===== src/rtl/alu_issue_pkg.sv =====
// Shared definitions for the ALU issue block: opcodes, FSM encoding and
// the layout of a result FIFO entry.
package alu_issue_pkg;

  localparam logic [2:0] OP_ADD = 3'd0;
  localparam logic [2:0] OP_SUB = 3'd1;
  localparam logic [2:0] OP_NOT = 3'd2;
  localparam logic [2:0] OP_AND = 3'd3;
  localparam logic [2:0] OP_OR  = 3'd4;
  localparam logic [2:0] OP_XOR = 3'd5;
  localparam logic [2:0] OP_CMP = 3'd6;
  localparam logic [2:0] OP_EQ  = 3'd7;

  localparam int ENTRY_W = 7;

  typedef enum logic [2:0] {
    ST_GET_A   = 3'd0,
    ST_GET_B   = 3'd1,
    ST_GET_OP  = 3'd2,
    ST_ISSUE   = 3'd3,
    ST_CAPTURE = 3'd4
  } state_t;

  function automatic logic [ENTRY_W-1:0] pack_entry(input logic [2:0] op,
                                                    input logic [3:0] res);
    return {op, res};
  endfunction

endpackage


===== src/rtl/alu_issue_res_fifo.sv =====
// Result FIFO: power-of-two depth, pointers wrap naturally, and a push
// into a full FIFO is accepted when a pop happens in the same cycle.
module res_fifo #(
  parameter int DEPTH = 4,
  parameter int WIDTH = 7
) (
  input  logic                   clk,
  input  logic                   rst_n,
  input  logic                   wr_en_i,
  input  logic [WIDTH-1:0]       wr_data_i,
  input  logic                   rd_en_i,
  output logic [WIDTH-1:0]       rd_data_o,
  output logic                   valid_o,
  output logic                   full_o,
  output logic [$clog2(DEPTH):0] count_o
);

  localparam int AW = $clog2(DEPTH);
  localparam int CW = AW + 1;
  localparam logic [CW-1:0] FULL_CNT = CW'(DEPTH);

  logic [WIDTH-1:0] mem_q [DEPTH];
  logic [AW-1:0]    wptr_q;
  logic [AW-1:0]    rptr_q;
  logic [CW-1:0]    count_q;
  logic [CW-1:0]    count_d;
  logic             valid_q;
  logic             do_rd_s;
  logic             do_wr_s;

  // Qualify the strobes and work out the next occupancy.
  always_comb begin
    do_rd_s = rd_en_i && valid_q;
    do_wr_s = wr_en_i && ((count_q != FULL_CNT) || do_rd_s);
    count_d = count_q;
    if (do_wr_s && !do_rd_s) begin
      count_d = count_q + CW'(1);
    end else if (do_rd_s && !do_wr_s) begin
      count_d = count_q - CW'(1);
    end else begin
      count_d = count_q;
    end
  end

  // Pointer, occupancy and non-empty flag registers.
  always_ff @(posedge clk or negedge rst_n) begin
    if (!rst_n) begin
      wptr_q  <= '0;
      rptr_q  <= '0;
      count_q <= '0;
      valid_q <= 1'b0;
    end else begin
      if (do_wr_s) begin
        wptr_q <= wptr_q + AW'(1);
      end
      if (do_rd_s) begin
        rptr_q <= rptr_q + AW'(1);
      end
      count_q <= count_d;
      valid_q <= (count_d != '0);
    end
  end

  // Storage array; cleared on reset so stale results never reappear.
  always_ff @(posedge clk or negedge rst_n) begin
    if (!rst_n) begin
      for (int i = 0; i < DEPTH; i++) begin
        mem_q[i] <= '0;
      end
    end else if (do_wr_s) begin
      mem_q[wptr_q] <= wr_data_i;
    end
  end

  assign rd_data_o = mem_q[rptr_q];
  assign valid_o   = valid_q;
  assign full_o    = (count_q == FULL_CNT);
  assign count_o   = count_q;

endmodule


===== src/rtl/alu_issue.sv =====
// Operand/opcode entry sequencer for an external ALU; each finished
// operation is captured as {op, result} into a small result FIFO.
module alu_issue
  import alu_issue_pkg::*;
#(
  parameter int DEPTH = 4
) (
  input  logic                   clk,
  input  logic                   rst,
  input  logic [3:0]             in_data,
  input  logic                   in_valid,
  output logic                   in_ready,
  input  logic                   cancel,
  output logic [3:0]             alu_a,
  output logic [3:0]             alu_b,
  output logic [2:0]             alu_op,
  input  logic [3:0]             alu_res,
  output logic [ENTRY_W-1:0]     out_data,
  output logic                   out_valid,
  input  logic                   out_ready,
  output logic [$clog2(DEPTH):0] count
);

  state_t     state_q;
  logic [3:0] a_q;
  logic [3:0] b_q;
  logic [2:0] op_q;
  logic       in_ready_q;
  logic       full_s;
  logic       pop_s;
  logic       push_s;

  assign pop_s  = out_valid && out_ready;
  assign push_s = (state_q == ST_CAPTURE) && (!full_s || pop_s);

  // Entry sequencer; cancel outranks a simultaneous in_valid.
  always_ff @(posedge clk or negedge rst) begin
    if (!rst) begin
      state_q    <= ST_GET_A;
      a_q        <= 4'd0;
      b_q        <= 4'd0;
      op_q       <= 3'd0;
      in_ready_q <= 1'b1;
    end else begin
      case (state_q)
        ST_GET_A: begin
          if (in_valid && !cancel) begin
            a_q     <= in_data;
            state_q <= ST_GET_B;
          end else begin
            state_q <= ST_GET_A;
          end
        end
        ST_GET_B: begin
          if (cancel) begin
            state_q <= ST_GET_A;
          end else if (in_valid) begin
            b_q     <= in_data;
            state_q <= ST_GET_OP;
          end else begin
            state_q <= ST_GET_B;
          end
        end
        ST_GET_OP: begin
          if (cancel) begin
            state_q <= ST_GET_A;
          end else if (in_valid) begin
            op_q       <= in_data[2:0];
            state_q    <= ST_ISSUE;
            in_ready_q <= 1'b0;
          end else begin
            state_q <= ST_GET_OP;
          end
        end
        ST_ISSUE: begin
          state_q <= ST_CAPTURE;
        end
        ST_CAPTURE: begin
          if (push_s) begin
            state_q    <= ST_GET_A;
            in_ready_q <= 1'b1;
          end else begin
            state_q <= ST_CAPTURE;
          end
        end
        default: begin
          state_q    <= ST_GET_A;
          in_ready_q <= 1'b1;
        end
      endcase
    end
  end

  res_fifo #(
    .DEPTH (DEPTH),
    .WIDTH (ENTRY_W)
  ) u_res_fifo (
    .clk       (clk),
    .rst_n     (rst),
    .wr_en_i   (push_s),
    .wr_data_i (pack_entry(op_q, alu_res)),
    .rd_en_i   (pop_s),
    .rd_data_o (out_data),
    .valid_o   (out_valid),
    .full_o    (full_s),
    .count_o   (count)
  );

  assign alu_a    = a_q;
  assign alu_b    = b_q;
  assign alu_op   = op_q;
  assign in_ready = in_ready_q;

endmodule


===== config.mk =====
export PLATFORM = sky130hd
export DESIGN_NAME = alu_issue
export DESIGN_NICKNAME = d
export VERILOG_FILES = /design/src/rtl/alu_issue_pkg.sv /design/src/rtl/alu_issue_res_fifo.sv /design/src/rtl/alu_issue.sv
export SDC_FILE = /design/constraint.sdc
export NUM_CORES = 1
export LEC_CHECK = 0
export ABC_AREA = 1
export BUFFER_PORTS_ARGS = -buffer_cell sky130_fd_sc_hd__buf_2
export CELL_PAD_IN_SITES_DETAIL_PLACEMENT = 0
export CELL_PAD_IN_SITES_GLOBAL_PLACEMENT = 1
export CORE_AREA = 5 5 86 88
export DETAILED_ROUTE_END_ITERATION = 10
export DIE_AREA = 0 0 91 93
export PLACE_DENSITY = 0.84
export SETUP_SLACK_MARGIN = 0.05
export SLEW_MARGIN = 20
export SYNTH_ARGS = -nofsm -noshare
export SYNTH_HDL_FRONTEND = slang
export SYNTH_HIERARCHICAL = 1
export SYNTH_SLANG_ARGS = --single-unit

===== constraint.sdc =====
create_clock -name clk -period 4.7 [get_ports clk]
set_input_delay 0.47 -clock clk [delete_from_list [all_inputs] [get_ports clk]]
set_output_delay 0.47 -clock clk [all_outputs]
set_load 0.01 [all_outputs]

==> flow_summary.json <==
{
  "status": "finished clean",
  "cts_inserted_buffers": 5,
  "async_reset_ff_share_pct": 100,
  "crit_path_cell_trace": "inv_1, o21ai_0, o22ai_1, buf_2",
  "num_antenna_cells": 0,
  "crit_path_end_kind": "output pin",
  "worst_hold_path_type": "in2async",
  "antenna_found_initial": 0,
  "dieWidth_um": 91,
  "synth_area_um2": 2530,
  "fp.dieArea_um2": 8460,
  "fin_crit_sh_pct": 49.4,
  "powerDensity_nw_per_um2": 555,
  "most-common-layout-cells": "nand2_1 (90), dfrtp_1 (50), buf_2 (35), o21ai_0 (30), inv_1 (25)",
  "cts.repair.resized": 0,
  "grt_overflow": 0,
  "fp.dieH_um": 93,
  "cp-endpoint": "out_data[5]",
  "grtUsageTotal_pct": 13.8,
  "synth_top_area_share_pct": 49.5,
  "crit_buf_inv": 2,
  "synth_xor_area_share_pct": 1.34,
  "ctsHoldBuffers": 0,
  "fin_tns_setup_ns": 0,
  "core_region_area_um2": 6570,
  "grt_pass1_vias": 1976,
  "synth_simple_gate_area_share_pct": 24.4,
  "clock.fmax_ghz": 0.431,
  "synth-edff-count": 0,
  "yosys_warnings": 6,
  "viasPerCell": 4.89,
  "power_w": 0.00159,
  "hold_viol": 0,
  "finalClockSkew_ns": 0.00774,
  "grt_max_degree": 52,
  "startpoint": "u_res_fifo/rptr_q[0]",
  "portBuffers": 35,
  "slowest_delay_ns": 0.67,
  "grt_pass1_wl_mm": 9.61,
  "synth_nets": 318,
  "wirelength_mm": 5.56,
  "maxCapViolations": 0,
  "leakage_nw": 1.47,
  "r2r_start": "u_res_fifo/count_o[0]",
  "drc_errors": 0,
  "vias": 2035,
  "yosysTopAreaCell": "dfrtp_1",
  "wl_per_cell_um": 13.4,
  "synth_area_per_cell_um2": 8.49,
  "finalCriticalPeriod_ns": 2.32,
  "cts_buffer_depth": 2,
  "clkSlewWorstSetupHoldPaths_ns": 0.09,
  "post_cts_buffers": 0,
  "globalplace.congestion": 0.770,
  "r2r-end": "u_res_fifo/mem_q[26]",
  "synth_ff_type": "dfrtp_1",
  "final_area_um2": 2870,
  "cts.sinks": 51,
  "slew_violations": 0,
  "synth.distinct_cells": 29,
  "cts-root-buf": "clkbuf_8",
  "area.growth.synth_to_final_pct": 13.5,
  "cp.required_ns": 4.23,
  "crit_path_max_fanout": 16,
  "synthCells": 298,
  "ys_seq_area_share_pct": 50.5,
  "hold_slack_ns": 0.265,
  "max_slew_margin_pct": 55.7,
  "fillers": 691,
  "arrival_ns": 1.85,
  "final_nets": 355,
  "cts_tree": "yes",
  "synth_top_family_by_area": "simple AND/OR/NAND/NOR gates",
  "reg2reg_slack_ns": 2.49,
  "io_pins": 36,
  "drive_gt1_share_pct": 20.2,
  "mostFrequentLayoutCell": "nand2_1",
  "clkLatencyLatePin_ns": 0.30,
  "ir_drop_uv": 222,
  "cp_num_cells": 4,
  "crit_family": "flip-flops",
  "worst_slew_pin_slew_ns": 0.665,
  "synth_fa_ha_area_share_pct": 3.46,
  "synth-compound-area-share_pct": 13.5,
  "dpl_cell_area_um2": 2750,
  "fin_util_pct": 43.7,
  "final-setup-viol-count": 0,
  "cp-start-kind": "register",
  "rr_worst_depth": 9,
  "first_iter_violations": 125,
  "ys_seq_elements": 51,
  "synth_mux_area_share_pct": 0,
  "htree_levels": 2,
  "dr.pass1.iters": 4,
  "fp-row-count": 30,
  "crit_type": "reg2out",
  "postRouteAntennaNets": 0,
  "critical-path-slowest-cell": "dfrtp_1",
  "initial_utilization_pct": 38.5,
  "rsz0062_at_grt": "no",
  "dp_hpwl_mm": 3.89,
  "synth.area.top_cells": "dfrtp_1 (49%), nand2_1 (13%), o21ai_0 (5.9%), o21ai_1 (4.7%), inv_1 (3.7%)"
}
[worst min-delay path by stage]
stage	cells after the start	start	end
final	2	rst	u_res_fifo/mem_q[9]
after global routing	2	rst	u_res_fifo/mem_q[5]
after CTS	2	rst	u_res_fifo/mem_q[1]
after detailed placement	2	in_ready	in_ready
after global placement	2	in_ready	in_ready
after floorplan	0	rst	alu_a[0]
[sequential cells by signal (all words and copies together) (netlist names)]
register / flops
u_res_fifo/mem_q: 28
in_ready: 1
u_res_fifo/valid_o: 1
alu_op: 3
u_res_fifo/count_o: 3
u_res_fifo/wptr_q: 2
alu_b: 4
u_res_fifo/rptr_q: 2
state_q: 3
alu_a: 4
[metal layers]
layer  global-route usage, %  vias up  routed length, um
met5                       0        -                  0
met4                    4.03        0                 70
met3                    3.30        8                244
met2                    21.0       41               2470
met1                    19.6      957               2780
li1                        -     1029                  -
[synthesized netlist by cell type, drive strengths merged, types with 2 or more instances]
master,instances
nand2,95
o21ai,54
dfrtp,50
inv,30
nor2,29
nand3,9
ha,7
o22ai,7
buf,5
a21oi,3
nand4,3
xor2,2
[logic make-up after synthesis]
| kind of cell | Yosys count |
|---|---|
| xor+xnor | 3 |
| compound gates | 65 |
| fa+ha+maj | 7 |
| buf+inv | 36 |
| flops | 51 |
| simple gates | 136 |
[final cells by class]
type	instances	area [um2]	area share (%)
Timing Repair Buffer	36	183	6.36
Inverter	30	113	3.92
Clock inverter	2	35.0	1.22
Clock buffer	6	82.6	2.88
Multi-Input combinational cell	211	1080	37.6
Tap cell	80	100	3.49
Sequential cell	51	1280	44.5
[stage by stage]
stage               std cells  worst slack [ns]
finish                    416              2.38
global route              416              2.21
CTS                       416              2.36
detailed placement        408              2.51
global placement          408              2.61
floorplan                 298              2.75
[where the power goes]
part	internal [W]	switching, W	leakage (nW)
Clock	0.000172	0.000143	0.0612
Combinational	0.000217	0.000372	0.775
Sequential	0.000569	0.000119	0.638
(Power assumes the default switching activity.)
